===== src/rtl/yonga_can_tx_scheduler_if.sv =====
// ---------------------------------------------------------------------------
// yonga_can_tx_scheduler_if
// Bundle of mailbox-side and controller-side signals for the CAN TX scheduler.
//   i_mb_req        [3:0]      per-mailbox transmit request pulse
//   i_mb_ids        [4*ID_W-1:0] packed mailbox IDs, mailbox k at [k*ID_W +: ID_W]
//   i_config_enable            controller being configured, blocks new starts
//   i_done_tx                  controller frame-complete indication
//   i_sts_code      [2:0]      controller status (3'h2 = arbitration lost / bit error)
//   o_send                     one-cycle start pulse to the controller
//   o_sel           [1:0]      mailbox index driving the packetizer
//   o_busy                     transmission in progress
//   o_mb_pending    [3:0]      sticky pending flags
//   o_mb_done       [3:0]      one-cycle success pulse per mailbox
//   o_mb_abort      [3:0]      one-cycle drop pulse per mailbox
//   o_ctrl_abort               one-cycle pulse for the controller reset
// Modports: slave = scheduler side, master = driver/integrator side.
// ---------------------------------------------------------------------------
interface yonga_can_tx_scheduler_if #(
    parameter int ID_W = 11
);
    logic [3:0]        i_mb_req;
    logic [4*ID_W-1:0] i_mb_ids;
    logic              i_config_enable;
    logic              i_done_tx;
    logic [2:0]        i_sts_code;
    logic              o_send;
    logic [1:0]        o_sel;
    logic              o_busy;
    logic [3:0]        o_mb_pending;
    logic [3:0]        o_mb_done;
    logic [3:0]        o_mb_abort;
    logic              o_ctrl_abort;

    modport slave (
        input  i_mb_req, i_mb_ids, i_config_enable, i_done_tx, i_sts_code,
        output o_send, o_sel, o_busy, o_mb_pending, o_mb_done, o_mb_abort, o_ctrl_abort
    );

    modport master (
        output i_mb_req, i_mb_ids, i_config_enable, i_done_tx, i_sts_code,
        input  o_send, o_sel, o_busy, o_mb_pending, o_mb_done, o_mb_abort, o_ctrl_abort
    );
endinterface


===== src/rtl/yonga_can_tx_scheduler.sv =====
// ---------------------------------------------------------------------------
// yonga_can_tx_scheduler
// Four-mailbox CAN transmit scheduler. Pending requests are served one at a
// time, lowest identifier first (lowest mailbox index on a tie). Each frame
// is started with a one-cycle send pulse and retired either on the
// controller's done indication (success) or on a timeout / retry limit
// (abort, which also pulses o_ctrl_abort).
//
// Ports:
//   i_sched_clk  single clock, rising edge
//   i_sched_rst  synchronous active-high reset
//   bus          yonga_can_tx_scheduler_if.slave (mailbox and controller signals)
// Parameters:
//   ID_W         identifier width
//   TIMEOUT_CYC  WAIT cycles before a forced abort (16-bit counter)
// Optional feature:
//   YONGA_CAN_SCHED_RETRY_LIMIT_EN  when defined, the fourth arbitration-lost /
//   bit-error event during WAIT aborts the frame. When undefined the events are
//   still counted but only the timeout aborts.
// ---------------------------------------------------------------------------
module yonga_can_tx_scheduler #(
    parameter int ID_W        = 11,
    parameter int TIMEOUT_CYC = 65535
) (
    input  logic                          i_sched_clk,
    input  logic                          i_sched_rst,
    yonga_can_tx_scheduler_if.slave       bus
);
    typedef enum logic [2:0] {
        IDLE   = 3'd0,
        SELECT = 3'd1,
        SEND   = 3'd2,
        WAIT   = 3'd3,
        RETIRE = 3'd4
    } state_t;

    localparam logic [15:0] TO_LIMIT = 16'(TIMEOUT_CYC);

    state_t      state_q, state_d;
    logic [3:0]  pending_q, pending_d;
    logic [1:0]  sel_q, sel_d;
    logic [2:0]  lost_q, lost_d;
    logic [15:0] to_q, to_d;
    logic        abort_q, abort_d;
    logic        sts_err_prev_q;

    logic [ID_W-1:0] mb_id [4];
    logic [3:0]      sel_onehot;
    logic [1:0]      win_idx;
    logic [ID_W-1:0] win_id;
    logic            win_found;
    logic            sts_err_rise;
    logic [2:0]      lost_step;
    logic [15:0]     to_step;
    logic            retry_hit;
    logic            in_flight;

    genvar gi;
    generate
        for (gi = 0; gi < 4; gi++) begin : g_mb
            assign mb_id[gi]      = bus.i_mb_ids[gi*ID_W +: ID_W];
            assign sel_onehot[gi] = (sel_q == 2'(gi));
        end
    endgenerate

    // Strict less-than while scanning upward keeps the lowest index on a tie.
    always_comb begin
        win_idx   = '0;
        win_id    = '0;
        win_found = 1'b0;
        for (int k = 0; k < 4; k++) begin
            if (pending_q[k] && (!win_found || (mb_id[k] < win_id))) begin
                win_found = 1'b1;
                win_idx   = 2'(k);
                win_id    = mb_id[k];
            end
        end
    end

    assign in_flight    = (state_q == SEND) || (state_q == WAIT);
    assign sts_err_rise = (bus.i_sts_code == 3'h2) && !sts_err_prev_q;
    assign lost_step    = (sts_err_rise && (lost_q != 3'd7)) ? lost_q + 3'd1 : lost_q;
    assign to_step      = to_q + 16'd1;

`ifdef YONGA_CAN_SCHED_RETRY_LIMIT_EN
    assign retry_hit = (lost_step >= 3'd4);
`else
    assign retry_hit = 1'b0;
`endif

    always_comb begin
        state_d = state_q;
        sel_d   = sel_q;
        lost_d  = lost_q;
        to_d    = to_q;
        abort_d = abort_q;
        // Requests for the in-flight mailbox are dropped; a request arriving
        // while its mailbox retires wins over the clear so it is not lost.
        pending_d = (pending_q & ~((state_q == RETIRE) ? sel_onehot : 4'b0))
                  | (bus.i_mb_req & ~(in_flight ? sel_onehot : 4'b0));
        case (state_q)
            IDLE: begin
                if ((|pending_q) && !bus.i_config_enable) begin
                    state_d = SELECT;
                end
            end
            SELECT: begin
                sel_d   = win_idx;
                lost_d  = '0;
                to_d    = '0;
                abort_d = 1'b0;
                state_d = SEND;
            end
            SEND: begin
                state_d = WAIT;
            end
            WAIT: begin
                lost_d = lost_step;
                to_d   = to_step;
                // Completion takes precedence over a coincident abort cause.
                if (bus.i_done_tx) begin
                    abort_d = 1'b0;
                    state_d = RETIRE;
                end else if ((to_step == TO_LIMIT) || retry_hit) begin
                    abort_d = 1'b1;
                    state_d = RETIRE;
                end
            end
            RETIRE: begin
                state_d = IDLE;
            end
            default: begin
                state_d = IDLE;
            end
        endcase
    end

    always_ff @(posedge i_sched_clk) begin
        if (i_sched_rst) begin
            state_q        <= IDLE;
            pending_q      <= '0;
            sel_q          <= '0;
            lost_q         <= '0;
            to_q           <= '0;
            abort_q        <= 1'b0;
            sts_err_prev_q <= 1'b0;
        end else begin
            state_q        <= state_d;
            pending_q      <= pending_d;
            sel_q          <= sel_d;
            lost_q         <= lost_d;
            to_q           <= to_d;
            abort_q        <= abort_d;
            sts_err_prev_q <= (bus.i_sts_code == 3'h2);
        end
    end

    assign bus.o_send       = (state_q == SEND);
    assign bus.o_busy       = in_flight;
    assign bus.o_sel        = sel_q;
    assign bus.o_mb_pending = pending_q;
    assign bus.o_mb_done    = ((state_q == RETIRE) && !abort_q) ? sel_onehot : 4'b0;
    assign bus.o_mb_abort   = ((state_q == RETIRE) &&  abort_q) ? sel_onehot : 4'b0;
    assign bus.o_ctrl_abort = (state_q == RETIRE) && abort_q;
endmodule

===== src/flat_wrapper.sv =====
// flat-port wrapper written by rule: the top's interface ports become plain ports
module yonga_can_tx_scheduler_flat 
#(
    parameter int ID_W        = 11,
    parameter int TIMEOUT_CYC = 65535
)
  (i_sched_clk, i_sched_rst, bus_i_mb_req, bus_i_mb_ids, bus_i_config_enable, bus_i_done_tx, bus_i_sts_code, bus_o_send, bus_o_sel, bus_o_busy, bus_o_mb_pending, bus_o_mb_done, bus_o_mb_abort, bus_o_ctrl_abort);
  yonga_can_tx_scheduler_if #(.ID_W(ID_W)) bus_i ();
  input  logic i_sched_clk;
  input  logic i_sched_rst;
  input wire logic [$bits(bus_i.i_mb_req)-1:0] bus_i_mb_req;
  input wire logic [$bits(bus_i.i_mb_ids)-1:0] bus_i_mb_ids;
  input wire logic [$bits(bus_i.i_config_enable)-1:0] bus_i_config_enable;
  input wire logic [$bits(bus_i.i_done_tx)-1:0] bus_i_done_tx;
  input wire logic [$bits(bus_i.i_sts_code)-1:0] bus_i_sts_code;
  output wire logic [$bits(bus_i.o_send)-1:0] bus_o_send;
  output wire logic [$bits(bus_i.o_sel)-1:0] bus_o_sel;
  output wire logic [$bits(bus_i.o_busy)-1:0] bus_o_busy;
  output wire logic [$bits(bus_i.o_mb_pending)-1:0] bus_o_mb_pending;
  output wire logic [$bits(bus_i.o_mb_done)-1:0] bus_o_mb_done;
  output wire logic [$bits(bus_i.o_mb_abort)-1:0] bus_o_mb_abort;
  output wire logic [$bits(bus_i.o_ctrl_abort)-1:0] bus_o_ctrl_abort;
  assign bus_i.i_mb_req = bus_i_mb_req;
  assign bus_i.i_mb_ids = bus_i_mb_ids;
  assign bus_i.i_config_enable = bus_i_config_enable;
  assign bus_i.i_done_tx = bus_i_done_tx;
  assign bus_i.i_sts_code = bus_i_sts_code;
  assign bus_o_send = bus_i.o_send;
  assign bus_o_sel = bus_i.o_sel;
  assign bus_o_busy = bus_i.o_busy;
  assign bus_o_mb_pending = bus_i.o_mb_pending;
  assign bus_o_mb_done = bus_i.o_mb_done;
  assign bus_o_mb_abort = bus_i.o_mb_abort;
  assign bus_o_ctrl_abort = bus_i.o_ctrl_abort;
  yonga_can_tx_scheduler #(.ID_W(ID_W), .TIMEOUT_CYC(TIMEOUT_CYC)) u_core (.i_sched_clk(i_sched_clk), .i_sched_rst(i_sched_rst), .bus(bus_i));
endmodule

===== config.mk =====
export PLATFORM = sky130hd
export DESIGN_NAME = yonga_can_tx_scheduler_flat
export DESIGN_NICKNAME = d
export VERILOG_FILES = /design/src/rtl/yonga_can_tx_scheduler_if.sv /design/src/rtl/yonga_can_tx_scheduler.sv /design/src/flat_wrapper.sv
export SDC_FILE = /design/constraint.sdc
export NUM_CORES = 1
export LEC_CHECK = 0
export ABC_AREA = 0
export CAP_MARGIN = 25
export CORE_ASPECT_RATIO = 1.25
export CORE_MARGIN = 3
export CORE_UTILIZATION = 30
export DETAILED_ROUTE_END_ITERATION = 7
export GPL_TIMING_DRIVEN = 0
export SLEW_MARGIN = 40
export SYNTH_ARGS = -nofsm -noshare
export SYNTH_HDL_FRONTEND = slang
export SYNTH_SLANG_ARGS = --single-unit

===== constraint.sdc =====
create_clock -name i_sched_clk -period 5.5 [get_ports i_sched_clk]
set_clock_uncertainty 0.1 [all_clocks]
set_input_delay 0.825 -clock i_sched_clk [delete_from_list [all_inputs] [get_ports i_sched_clk]]
set_output_delay 0.825 -clock i_sched_clk [all_outputs]
set_load 0.005 [all_outputs]

# == Word level (Yosys, flattened, before mapping) ==
# Cells that the tools add are included.
# totals
word_cells,66
inputBits,55
ff_bits,26
output_inout_bits,17
# op_classes
n_eq_ne,10
n_bitwise,5
muxes,21
order_cmp,3
addsub,1
n_reduce_logical,21
# op_table
cell,count
< comparator 11 bit,3
two-way mux 11 bit,3
one-hot mux 16 bit (2 select lines),1
adder 16 x 1 -> 16 bit (second input constant),1
== test 16 bit (second input constant),1
two-way mux 4 bit,4
one-hot mux 3 bit (4 select lines),1
two-way mux 3 bit,3
bitwise AND 4 bit,2
inverter 4 bit,2
== test 3 x 2 -> 1 bit (second input constant),2
logical AND 1 bit,6
two-way mux 1 bit,6
logical NOT 1 bit,5
== test 2 bit (second input constant),2
logical OR 1 bit,4
two-way mux 2 bit,2
bitwise OR 4 bit,1
AND reduction 2 bit,2
OR reduction 4 bit,1
== test 3 x 1 -> 1 bit (second input constant),1
== test 3 bit (second input constant),1
logical NOT 3 bit,1
!= test 3 bit (second input constant),1
other kinds (5),5

# == Longest topological paths before layout ==
# logic_depth
ltp_word,13
ltp_mapped,27
depth_no_buf,23

# == Least setup slack after synthesis ==
# No wires, ideal clock.
# synth_path
path_kind,reg2reg
startpoint,register u_core.pending_q[0] (netlist: u_core.bus.o_mb_pending[0])
endpoint,register u_core.sel_q[1] (netlist: u_core.bus.o_sel[1])
path_slack_ns,0.034
arrival_time_ns,5.240
synth_period_minus_slack_ns,5.466
t_required_ns,5.275
setup_ns,0.125
stages_incl_launch_ff,28
n_path_buf,4
path_cell_list,dfxtp_1 clkbuf_1 clkbuf_1 nand2_1 ha_1 nand4_1 o21ai_0 o21ai_0 clkbuf_1 a21oi_1 a31oi_1 ha_1 a211oi_1 o21ai_0 a221oi_1 nand2_1 a31o_2 clkbuf_1 nand2_1 o21ai_0 ha_1 o21a_1 o21ai_0 o311ai_0 o21a_1 o211ai_1 nor2b_1 a21oi_1
# synth_between
elab_chain_cells,13
word_cells_on_any_way,20
classes_between,3 x order compare; 8 x mux; 9 x reduce/logical
# synth_rtl
element,line,rtl
start: declaration,yonga_can_tx_scheduler.sv:40,"logic [3:0] pending_q, pending_d;"
start signal: assignment,yonga_can_tx_scheduler.sv:149,pending_q <= pending_d;
two-way mux 11 bit / two-way mux 1 bit (equally long branches),yonga_can_tx_scheduler.sv:72,if (pending_q[k] && (!win_found || (mb_id[k] < win_id))) begin
< comparator 11 bit / logical NOT 1 bit (equally long branches),yonga_can_tx_scheduler.sv:72,
logical OR 1 bit,yonga_can_tx_scheduler.sv:72,
logical AND 1 bit,yonga_can_tx_scheduler.sv:72,
two-way mux 11 bit / two-way mux 1 bit (equally long branches),yonga_can_tx_scheduler.sv:72,
< comparator 11 bit / logical NOT 1 bit (equally long branches),yonga_can_tx_scheduler.sv:72,
logical OR 1 bit,yonga_can_tx_scheduler.sv:72,
logical AND 1 bit,yonga_can_tx_scheduler.sv:72,
two-way mux 11 bit / two-way mux 1 bit (equally long branches),yonga_can_tx_scheduler.sv:72,
< comparator 11 bit / logical NOT 1 bit (equally long branches),yonga_can_tx_scheduler.sv:72,
logical OR 1 bit,yonga_can_tx_scheduler.sv:72,
logical AND 1 bit,yonga_can_tx_scheduler.sv:72,
two-way mux 2 bit (*),yonga_can_tx_scheduler.sv:72,
end signal: assignment,yonga_can_tx_scheduler.sv:150,sel_q <= sel_d;
end: declaration,yonga_can_tx_scheduler.sv:41,"logic [1:0] sel_q, sel_d;"
# Mark *: on every way between the ends. The rest lies on a longest branch, timed or not.
# A chain may end at the register's enable or synchronous reset.

# == Worst setup path in the final report ==
# layout_path
startpoint,input port bus_i_mb_ids[10]
endpoint,register u_core.sel_q[1] (netlist: u_core.bus.o_sel[1])
# layout_between
elab_chain_cells,13
word_cells_on_any_way,18
classes_between,3 x order compare; 7 x mux; 8 x reduce/logical
# layout_rtl
element,line,rtl
start: declaration,flat_wrapper.sv:12,input wire logic [$bits(bus_i.i_mb_ids)-1:0] bus_i_mb_ids;
two-way mux 11 bit (*),yonga_can_tx_scheduler.sv:72,
< comparator 11 bit,yonga_can_tx_scheduler.sv:72,
logical OR 1 bit,yonga_can_tx_scheduler.sv:72,
logical AND 1 bit,yonga_can_tx_scheduler.sv:72,
two-way mux 11 bit / two-way mux 1 bit (equally long branches),yonga_can_tx_scheduler.sv:72,
< comparator 11 bit / logical NOT 1 bit (equally long branches),yonga_can_tx_scheduler.sv:72,
logical OR 1 bit,yonga_can_tx_scheduler.sv:72,
logical AND 1 bit,yonga_can_tx_scheduler.sv:72,
two-way mux 11 bit / two-way mux 1 bit (equally long branches),yonga_can_tx_scheduler.sv:72,
< comparator 11 bit / logical NOT 1 bit (equally long branches),yonga_can_tx_scheduler.sv:72,
logical OR 1 bit,yonga_can_tx_scheduler.sv:72,
logical AND 1 bit,yonga_can_tx_scheduler.sv:72,
two-way mux 2 bit (*),yonga_can_tx_scheduler.sv:72,
# Marks and branches as above.

==> out/metrics.csv <==
metric,value,unit
vdd_ir_drop_max,0.0887,mV
cts_root_buffer,clkbuf_8,
die_w,88.8,um
slew_viol_final,0,
place_hpwl,6290,um
seq_area,524,sq um
preCtsSetupSlack,-1.35,ns
crit_path_max_incr_delay,0.30,ns
dieArea,0.00972,sq mm
drc,0,
cts_htree_levels,1,
setup_slack,0.172,ns
clk-insertion-delay-late,0.28,ns
synth_compound_area_share,27.0,%
yosysUniqueCellTypes,50,
hold_start,u_core.to_q[13],
routabilityCongestion,0.908,
multi_input_area,0.00225,sq mm
arrival,5.44,ns
criticalPathCategory,in2reg,
diodes,0,
clockBufferDepth,2,
start_kind,primary input,
core,0.00829,sq mm
crit_top_cell,buf_4,
antenna_found_initial,0,
grt_start_max_net_pins,15,
hold_violations,0,
synthCells,368,
cp_slowest_cell,ha_1,
cp_max_fo,10,
nNetsFinal,586,
whs,0.423,ns
vias_per_cell,5.43,
ys_warn_count,0,
io_pins,72,
drive_above_1_share,30.3,%
initial_core_util,31.0,%
dr.pass1.iters,4,
numCtsBuffers,3,
synth.top_cells.by_count,"nand2_1 (53), a21oi_1 (40), nor2_1 (38)",
area.growth.synth_to_final,65.2,%
synth_ff_type,dfxtp_1,
synth_edf_count,0,
finish.utilization,51.3,%
detail-route-antenna-nets,0,
ys_top_cells_by_area,"dfxtp_1 (20%), ha_1 (16%), a21oi_1 (7.8%)",
min_path_type,reg2reg,
clk_pin_slew,0.09,ns
async_reset_ff_share,0,%
overflow,0,
reg2reg_from,u_core.bus.o_mb_pending[0],
die_h,110,um
synth_nets,455,
ys_seq_elements,26,
num_vias,3233,
fillCellCount,745,
cts.sinks,26,
worst_pin_slew,0.639,ns
status,"complete, no violations",
synth_largest_area_cell,dfxtp_1,
cp-end-kind,register,
yosys.area_share.adder,15.6,%
grt_use_total,18.7,%
core.rowCount,37,
drv_cap,0,
startpoint,bus_i_mb_ids[10],
setup_violations,0,
synth_top_family_by_area,simple AND/OR/NAND/NOR gates,
finalCritPeriodShare,96.9,%
syn_area,0.00257,sq mm
portBuffers,67,
synthMuxAreaShare,0,%
power.density,174,mW/mm^2
layout_min_cycle_time,5.33,ns
synth-xor-area-share,2.04,%
grt_pass1_wl,14500,um
synth_most_common_cell,nand2_1,
synth-simple-area-share,30.7,%
relSlewSlack,57.4,%
drtIter0Drc,113,
worst_ep_required_time,5.61,ns
p_leak,1.72,nW
seq_area_frac_synth,20.2,%
wl_per_cell,16.2,um
grt_pass1_vias,3146,
routed_wl,9660,um
cts_tree,yes,
synth_top_area_share,20.2,%
synth.avg_cell_area,6.99,sq um
fmax,188,MHz
[through the flow]
stage | cell area, sq um | instances | TNS (ns) | total power, mW
after floorplan | 2570 | 368 | 0 | 0.368
after global placement | 3360 | 532 | -2.55 | 0.468
after detailed placement | 3360 | 532 | -2.69 | 0.473
after CTS | 3970 | 583 | 0 | 0.682
after global routing | 4250 | 595 | -0.190 | 0.789
final | 4250 | 595 | 0 | 0.739
[what timing repair did]
action | in CTS | in global routing
gates resized for setup | 72 | 83
buffers inserted | 46 | 11
setup endpoints to repair | 2 | 2
cloned | 2 | 1
pin swaps | 32 | 45
hold buffers | 0 | 0
[power breakdown]
part / switching (mW) / internal [mW]
combinational: 0.202 / 0.203
clock: 0.0649 / 0.0642
sequential: 0.00947 / 0.195
total: 0.276 / 0.463
[layer usage]
metal	global-route usage [%]	up-vias	wire length [um]
met5	0	-	0
met4	6.16	0	213
met3	2.40	16	397
met2	34.2	87	5120
met1	22.2	1523	3920
li1	-	1607	-
[critical path, delay by kind of cell]
kind            cells  cell delay, ns
simple gates        4            0.33
compound gates     11            1.66
buf+inv            16            2.05
fa+ha+maj           2            0.58
[state kept, by name (all words and copies together), names as in the netlist]
| register | flops |
|---|---|
| u_core.to_q | 16 |
| u_core.bus.o_mb_pending | 4 |
| u_core.state_q | 3 |
| u_core.bus.o_sel | 2 |
| u_core.abort_q | 1 |
[final timing paths]
check,slack (ns),endpoint,cells after the start
worst max-delay path,0.17,u_core.bus.o_sel[1],33
worst min-delay path,0.42,u_core.to_q[13],2
worst max register to register,0.24,u_core.bus.o_sel[1],33
worst min register to register,0.42,u_core.to_q[13],2
[cell usage in the layout (no fill, tap or decap), types with 4 or more instances in the layout]
cell	n
nand2_1	45
clkbuf_8	7
buf_6	9
nor2b_1	4
a21oi_2	8
clkdlybuf4s50_1	45
inv_1	9
clkbuf_1	7
o21ai_1	5
ha_4	7
dfxtp_1	25
clkbuf_2	11
nand2b_1	7
nor2_1	38
nand2_2	5
a21oi_1	32
a21o_1	4
o21ai_2	7
a31oi_1	5
nand4_1	7
o211ai_1	4
dlymetal6s2s_1	7
a31oi_2	7
xnor2_1	5
nand3_1	10
ha_1	22
o21ai_0	21
buf_4	54
nor3_1	17
[cell families after synthesis]
family	count (synthesis)
simple gates	160
compound gates	116
fa+ha+maj	32
buf+inv	28
flops	26
xor+xnor	6
[cell type report]
class | instances | area share, %
timing repair buffer | 127 | 26.3
inverter | 9 | 0.795
tap | 97 | 2.86
multi-input combinational | 314 | 52.9
sequential | 26 | 12.3
buffer | 18 | 3.48
clock buffer | 4 | 1.30
(Power assumes the default switching activity.)
